`src/rtl/mem_access_unit.sv`:
```
`default_nettype none
// ============================================================================
// Module      : mem_access_unit
// Description : Load/store sequencer between the CPU and a word-wide
//               synchronous data RAM. Handles lw/lh/lhu/lb/lbu/sw/sh/sb.
//               Sub-word stores use read-modify-write. busy stalls the
//               CPU while an access is in flight.
//               Optional macro MAU_ALIGN_CHECK_EN: when defined, misaligned
//               halfword/word accesses are rejected with err. When undefined,
//               low address bits are ignored and every access reaches RAM.
// Revision    : 1.0 - initial release
// ============================================================================
module mem_access_unit #(
    parameter int RD_LAT = 1,
    parameter int ADDR_W = 32
) (
    input  logic              clock,
    input  logic              reset_n,
    input  logic              req,
    input  logic              we,
    input  logic [1:0]        size,
    input  logic              sign_ext,
    input  logic [ADDR_W-1:0] addr,
    input  logic [31:0]       wdata,
    output logic [31:0]       rdata,
    output logic              busy,
    output logic              done,
    output logic              err,
    output logic [ADDR_W-1:0] ram_addr,
    output logic              ram_we,
    output logic [31:0]       ram_wdata,
    input  logic [31:0]       ram_rdata
);

    localparam int CNT_W = 3;

    typedef enum logic [1:0] {
        S_IDLE  = 2'd0,
        S_READ  = 2'd1,
        S_WRITE = 2'd2,
        S_DONE  = 2'd3
    } state_t;

    state_t           state;
    logic [CNT_W-1:0] cnt;
    logic             op_we;
    logic [1:0]       op_size;
    logic             op_sign;
    logic [1:0]       op_lane;
    logic [31:0]      op_wdata;

    logic [1:0]       size_n;
    logic [1:0]       lane;
    logic             misaligned;

    // Pick the lane selected by the incoming request and classify alignment
    always_comb begin
        size_n     = (size == 2'b11) ? 2'b10 : size;
`ifdef MAU_ALIGN_CHECK_EN
        lane       = addr[1:0];
        misaligned = ((size_n == 2'b01) && addr[0]) ||
                     ((size_n == 2'b10) && (addr[1:0] != 2'b00));
`else
        // Alignment is forced: halfword keeps only addr[1], word ignores both
        misaligned = 1'b0;
        case (size_n)
            2'b00:   lane = addr[1:0];
            2'b01:   lane = {addr[1], 1'b0};
            default: lane = 2'b00;
        endcase
`endif
    end

    // Extract the addressed lane of a RAM word and extend it to 32 bits
    function automatic logic [31:0] extract(input logic [31:0] w, input logic [1:0] ln,
                                            input logic [1:0] sz, input logic sx);
        logic [7:0]  b;
        logic [15:0] h;
        logic [31:0] r;
        b = w[{ln, 3'b000} +: 8];
        h = ln[1] ? w[31:16] : w[15:0];
        case (sz)
            2'b00:   r = {{24{sx & b[7]}}, b};
            2'b01:   r = {{16{sx & h[15]}}, h};
            default: r = w;
        endcase
        return r;
    endfunction

    // Replace the addressed lane of the old word with the store data
    function automatic logic [31:0] merge(input logic [31:0] w, input logic [1:0] ln,
                                          input logic [1:0] sz, input logic [31:0] d);
        logic [31:0] r;
        r = w;
        case (sz)
            2'b00: r[{ln, 3'b000} +: 8] = d[7:0];
            2'b01: begin
                if (ln[1]) r[31:16] = d[15:0];
                else       r[15:0]  = d[15:0];
            end
            default: r = d;
        endcase
        return r;
    endfunction

    // Transaction sequencer; all outputs are registered
    always_ff @(posedge clock or negedge reset_n) begin
        if (!reset_n) begin
            state     <= S_IDLE;
            cnt       <= '0;
            op_we     <= 1'b0;
            op_size   <= 2'b00;
            op_sign   <= 1'b0;
            op_lane   <= 2'b00;
            op_wdata  <= '0;
            rdata     <= '0;
            busy      <= 1'b0;
            done      <= 1'b0;
            err       <= 1'b0;
            ram_addr  <= '0;
            ram_we    <= 1'b0;
            ram_wdata <= '0;
        end else begin
            done <= 1'b0;
            err  <= 1'b0;
            case (state)
                S_IDLE: begin
                    if (req) begin
                        op_we    <= we;
                        op_size  <= size_n;
                        op_sign  <= sign_ext;
                        op_lane  <= lane;
                        op_wdata <= wdata;
                        ram_addr <= {addr[ADDR_W-1:2], 2'b00};
                        busy     <= 1'b1;
                        if (misaligned) begin
                            // Rejected without touching RAM; a bad load clears rdata
                            state <= S_DONE;
                            done  <= 1'b1;
                            err   <= 1'b1;
                            if (!we) rdata <= '0;
                        end else if (we && (size_n == 2'b10)) begin
                            state     <= S_WRITE;
                            ram_we    <= 1'b1;
                            ram_wdata <= wdata;
                        end else begin
                            state <= S_READ;
                            cnt   <= CNT_W'(RD_LAT - 1);
                        end
                    end
                end
                S_READ: begin
                    if (cnt == '0) begin
                        if (op_we) begin
                            state     <= S_WRITE;
                            ram_we    <= 1'b1;
                            ram_wdata <= merge(ram_rdata, op_lane, op_size, op_wdata);
                        end else begin
                            state <= S_DONE;
                            done  <= 1'b1;
                            rdata <= extract(ram_rdata, op_lane, op_size, op_sign);
                        end
                    end else begin
                        cnt <= cnt - 1'b1;
                    end
                end
                S_WRITE: begin
                    ram_we <= 1'b0;
                    state  <= S_DONE;
                    done   <= 1'b1;
                end
                S_DONE: begin
                    busy  <= 1'b0;
                    state <= S_IDLE;
                end
                default: begin
                    state  <= S_IDLE;
                    busy   <= 1'b0;
                    ram_we <= 1'b0;
                end
            endcase
        end
    end

endmodule
`default_nettype wire

```
`config.mk`:
```
export PLATFORM = sky130hd
export DESIGN_NAME = mem_access_unit
export DESIGN_NICKNAME = d
export VERILOG_FILES = /design/src/rtl/mem_access_unit.sv
export SDC_FILE = /design/constraint.sdc
export NUM_CORES = 1
export LEC_CHECK = 0
export CORE_MARGIN = 3
export CORE_UTILIZATION = 45
export CTS_BUF_LIST = sky130_fd_sc_hd__clkbuf_8
export CTS_CLUSTER_DIAMETER = 100
export DETAILED_ROUTE_END_ITERATION = 7
export PLACE_DENSITY = 0.86
export SETUP_SLACK_MARGIN = 0.15
export SYNTH_ARGS = -nofsm -noshare
export SYNTH_HDL_FRONTEND = slang
export SYNTH_SLANG_ARGS = --single-unit
```
`constraint.sdc`:
```
create_clock -name clock -period 2.8 [get_ports clock]
set_input_delay 0.56 -clock clock [delete_from_list [all_inputs] [get_ports clock]]
set_output_delay 0.56 -clock clock [all_outputs]
set_load 0.01 [all_outputs]
```
==> results of run 1 <==
critical path, delay by kind of cell, from the launching register on:
kind	cells	cell delay, ps
compound gates	3	960
fa+ha+maj	1	290
buf+inv	1	140
flops	1	380
simple gates	1	540
layout by cell type (no fill, tap or decap), types with 11 or more instances in the layout:
cell,count
clkdlybuf4s50_1,198
dfrtp_1,140
nand2_1,82
mux2_2,74
nand3_1,42
o31ai_1,34
nor2_1,34
inv_1,24
o21ai_0,22
a221oi_1,22
a21oi_1,21
clkbuf_8,18
buf_4,17
nor2b_1,12
ha_1,11
registers in the layout, summed over array words and instances, names as in the netlist:
register and count:
rdata 32, busy 1, op_we 1, op_size 2
ram_wdata 32, op_wdata 32, ram_we 1, cnt 3
state 2, op_sign 1, op_lane 2, ram_addr 30
done 1
where the power goes:
| group | total (mW) | internal [mW] | switching, mW | leakage [nW] |
|---|---|---|---|---|
| clock network | 1.87 | 1.07 | 0.798 | 0.231 |
| logic | 5.88 | 2.95 | 2.93 | 2.15 |
| registers | 3.81 | 3.05 | 0.761 | 1.69 |
| total | 11.6 | 7.07 | 4.49 | 4.07 |
per-layer routing:
| layer | track usage [%] | vias to the layer above | share of wire (%) |
|---|---|---|---|
| li1 | - | 2835 | - |
| met1 | 32.7 | 3073 | 40 |
| met2 | 39.3 | 335 | 47 |
| met3 | 8.31 | 51 | 10 |
| met4 | 10.3 | 0 | 3.4 |
| met5 | 0 | - | 0 |
worst paths after layout:
path                                    start       endpoint  slack (ps)  depth (start not counted)
worst max-delay path               op_lane[0]   ram_wdata[1]         390                          6
worst min-delay path                  reset_n    op_wdata[3]          70                          1
worst max register to register     op_lane[0]   ram_wdata[1]         390                          6
worst min register to register  ram_wdata[20]  ram_wdata[20]         480                          2
max in group asynchronous             reset_n     op_size[1]        2100                          2
min in group clock              ram_wdata[20]  ram_wdata[20]         480                          2
area by class of cell:
cell class,count,area [µm²]
multi-input cells,467,3240
clock buffers,18,248
clock inverters,14,201
repair buffers,219,2180
fillers,1213,5540
inverters,23,86.3
well taps,211,264
flip-flops and latches,140,3500
logic make-up after synthesis:
family / Yosys count
simple gates: 228
compound gates: 149
flops: 140
buf+inv: 76
mux: 76
fa+ha+maj: 11
other cells: 1
metrics by stage:
stage	hold slack, ps	std cells	area (µm²)
floorplan	264	683	7060
global placement	461	1060	9270
detailed placement	468	1060	9270
CTS	58.2	1092	9720
global route	81.2	1092	9720
finish	72.1	1092	9720
==> impl_metrics.json, run 1 <==
{
  "synth_edf_count": 0,
  "clk_path_buf_depth": 2,
  "async_flop_share_pct": 100,
  "ys_warn_count": 0,
  "antenna_cells": 0,
  "viasPerCell": 5.76,
  "clock_sinks": 140,
  "ys_seq_elements": 140,
  "clk_pin_slew_ps": 80,
  "finalMaxSlewViolations": 0,
  "cts_max_level": 4,
  "grt_pass1_vias": 6333,
  "post-route-period-util_pct": 86.1,
  "synthAdderAreaFrac_pct": 1.95,
  "routabilityCongestion": 0.970,
  "drtIter0Drc": 674,
  "drc_errors": 0,
  "insertion_delay_ps": 450,
  "hold_viol": 0,
  "drv_cap": 0,
  "fmax_mhz": 415,
  "cpPeakStageDelay_ps": 540,
  "synthFlopType": "dfrtp_1",
  "crit_type": "flop to flop",
  "synth-compound-area-share_pct": 15.7,
  "grt_pass1_wl_um": 34600,
  "synth.distinct_cells": 54,
  "worst_slew_pin_slew_ps": 814,
  "dpl.hpwl_um": 16100,
  "cts_root_buf": "clkbuf_8",
  "layout_setup_ws_ps": 388,
  "drt_first_pass_iters": 7,
  "synth-seq-area-share_pct": 49.7,
  "powerDensity_mw_per_mm2": 1190,
  "arrival_ps": 2770,
  "worstSetupEndpointType": "flop",
  "initial_core_util_pct": 46.2,
  "final_core_util_pct": 63.7,
  "tns_ps": 0,
  "postCtsHoldBufs": 0,
  "vias": 6294,
  "yosysTopAreaCell": "dfrtp_1",
  "p_leak_nw": 4.07,
  "fin_crit_ps": 2410,
  "io_pins": 203,
  "ir_worst_vdd_uv": 652,
  "netlist.area_leader.share_pct": 49.7,
  "path_cells": "inv_1 -> ha_1 -> or3_1 -> o311ai_4 -> a221oi_1 -> o31ai_1",
  "area_delta_synth_final_pct": 37.9,
  "grt_overflow": 0,
  "cts_tree": "done",
  "synth_area_leaders": "dfrtp_1 50%, mux2_2 12%, nand2_1 4.4%",
  "syn_area_per_cell_um2": 10.4,
  "dieHeight_um": 131,
  "clock_skew_ps": 8.61,
  "outcome": "finished clean",
  "setup_viol": 0,
  "cts_setup_buffers": 0,
  "grt_start_max_net_pins": 57,
  "yosysMostFrequentCell": "dfrtp_1",
  "wl_um": 21800,
  "start_kind": "flop",
  "rsz0062_at_grt": "no",
  "drive_gt1_share_pct": 15.2,
  "synth_top_family_by_area": "simple AND/OR/NAND/NOR gates",
  "timing.max_slew.rel_slack_pct": 45.6,
  "antenna_left": 0,
  "crit_slowest_cell": "or3_1",
  "die_x_um": 131,
  "synth_xor_area_share_pct": 0,
  "dp_worst_setup_slack_ps": 427,
  "cts_buffers": 17,
  "final_nets": 982,
  "cp_max_fo": 9,
  "ctsResizeCount": 0,
  "coreArea_mm2": 0.0153,
  "synthTopCellsByCount": "140 x dfrtp_1, 83 x nand2_1, 74 x mux2_2, 42 x nand3_1",
  "track_usage_pct": 25.3,
  "wl_per_cell_um": 20.0,
  "synth.area.mux_share_pct": 12.3,
  "postSynthCellCount": 681,
  "syn-cell-area_mm2": 0.00705,
  "core.rowCount": 45,
  "crit_required_ps": 3160,
  "antenna_found_initial": 0,
  "io_buffers": 199,
  "total_power_mw": 11.6,
  "yosys.area_share.simple_pct": 15.7,
  "dieArea_mm2": 0.0172,
  "hold_path.class": "input port to asynchronous set/reset pin"
}
Note: power is estimated with default switching activity, not from simulation.
==> run 2, diff against run 1 <==
--- a/config.mk
+++ b/config.mk
@@ -11,6 +11,7 @@
 export CTS_CLUSTER_DIAMETER = 100
 export DETAILED_ROUTE_END_ITERATION = 7
 export PLACE_DENSITY = 0.86
+export REMOVE_ABC_BUFFERS = 1
 export SETUP_SLACK_MARGIN = 0.15
 export SYNTH_ARGS = -nofsm -noshare
 export SYNTH_HDL_FRONTEND = slang
==> run 2 against run 1 <==
Clock power down 14%; register-to-register slack got worse by 120 ps; cell count rose by 0.55%.
==> impl_metrics.json, run 2 (synthesis gave the netlist of run 1 again) <==
{
  "crit_required_ps": 3150,
  "drv_cap": 0,
  "arrival_ps": 2880,
  "timing.max_slew.rel_slack_pct": 34.9,
  "insertion_delay_ps": 450,
  "clk_pin_slew_ps": 70,
  "fin_area_mm2": 0.00968,
  "met1_usage_pct": 33.1,
  "grt_pass1_wl_um": 34900,
  "coreArea_mm2": 0.0153,
  "cts_buffers": 17,
  "clk_path_buf_depth": 2,
  "crit_type": "flop to flop",
  "grt_start_max_net_pins": 72,
  "hold_viol": 0,
  "track_usage_pct": 25.5,
  "dieHeight_um": 131,
  "drc_errors": 0,
  "fmax_mhz": 396,
  "ctsResizeCount": 0,
  "grt_overflow": 0,
  "hold_path.class": "input port to asynchronous set/reset pin",
  "rsz0062_at_grt": "no",
  "worstSetupEndpointType": "flop",
  "fin_crit_ps": 2530,
  "antenna_cells": 0,
  "vias": 6421,
  "mostFrequentLayoutCell": "clkdlybuf4s50_1",
  "place_area_mm2": 0.00930,
  "reg_top3": "op_wdata: 32 flops, ram_wdata: 32 flops, rdata: 32 flops",
  "holdWs_ps": 77.1,
  "drive_gt1_share_pct": 15.6,
  "worst_slew_pin_slew_ps": 969,
  "grt_pass1_vias": 6420,
  "wl_um": 22100,
  "postCtsHoldBufs": 0,
  "finalMaxSlewViolations": 0,
  "routabilityCongestion": 0.945,
  "io_pins": 203,
  "grt_busiest_layer": "met2",
  "powerDensity_mw_per_mm2": 1170,
  "final_nets": 988,
  "setup_viol": 0,
  "met2_usage_pct": 39.5,
  "tns_ps": 0,
  "core.rowCount": 45,
  "antenna_found_initial": 0,
  "cts_max_level": 4,
  "grt_use_met3_pct": 8.61,
  "start_kind": "flop",
  "die_x_um": 131,
  "io_buffers": 199,
  "fillCellCount": 1234,
  "final_cell_mix": "198 x clkdlybuf4s50_1, 140 x dfrtp_1, 82 x nand2_1",
  "cts_root_buf": "clkbuf_8",
  "post-route-period-util_pct": 90.3,
  "area_delta_synth_final_pct": 37.3,
  "cp_max_fo": 9,
  "placedCellCount": 1066,
  "p_leak_nw": 4.08,
  "outcome": "finished clean",
  "ir_worst_vdd_uv": 903,
  "drt_first_pass_iters": 5,
  "antenna_left": 0,
  "viasPerCell": 5.85,
  "clock_sinks": 140,
  "rr_worst_depth": 6,
  "cts_tree": "done",
  "dieArea_mm2": 0.0172,
  "initial_core_util_pct": 46.2,
  "clock_skew_ps": 9.09,
  "wl_per_cell_um": 20.2,
  "dpl.hpwl_um": 15800,
  "drtIter0Drc": 671,
  "reg2reg_slack_ps": 270,
  "layout.cells.non_filler": 1098,
  "total_power_mw": 11.4,
  "cts_setup_buffers": 0
}
## run 2: changes by cell type in the layout (fill, tap and decap cells not counted), sizes merged
cell / previous run / this run
clkbuf: 18 / 20
buf: 21 / 27
clkinv: 6 / 7
bufinv: 5 / 2
clkinvlp: 2 / 0
inv: 24 / 26
## run 2: final timing paths
kind                               startpoint       endpoint
worst max-delay path               op_lane[0]   ram_wdata[5]
worst min-delay path                  reset_n  ram_wdata[27]
worst max register to register     op_lane[0]   ram_wdata[5]
worst min register to register  ram_wdata[17]  ram_wdata[17]
max in group asynchronous             reset_n      rdata[22]
min in group clock              ram_wdata[17]  ram_wdata[17]
## run 2: cell type report
class                      count  area, µm²  area share, %
inverter                      23       86.3          0.892
tap                          211        264           2.73
sequential                   140       3500           36.2
clock buffer                  20        275           2.84
clock inverter                12        105           1.09
timing repair buffer         225       2210           22.9
multi-input combinational    467       3240           33.4
## run 2: report_power, final
part | switching, mW | internal [mW]
Clock | 0.762 | 0.840
Combinational | 3.02 | 2.96
Sequential | 0.748 | 3.05
## run 2: through the flow
step	setup slack (ps)	util (%)
after global placement	421	61.0
final	273	63.5
after CTS	287	63.5
after floorplan	-628	-
after detailed placement	311	61.0
after global routing	171	63.5
## run 2: layer usage
layer,up-vias,wire [µm]
met5,-,0
met2,406,10100
met4,0,738
met1,3106,8890
met3,54,2410
li1,2855,-
## run 2: worst max-delay path, stage by stage, from the launching register on
cell,delay [ps]
dfrtp_1,380
inv_1,140
ha_1,290
or3_1,550
o311ai_4,590
a221oi_1,180
o31ai_1,310
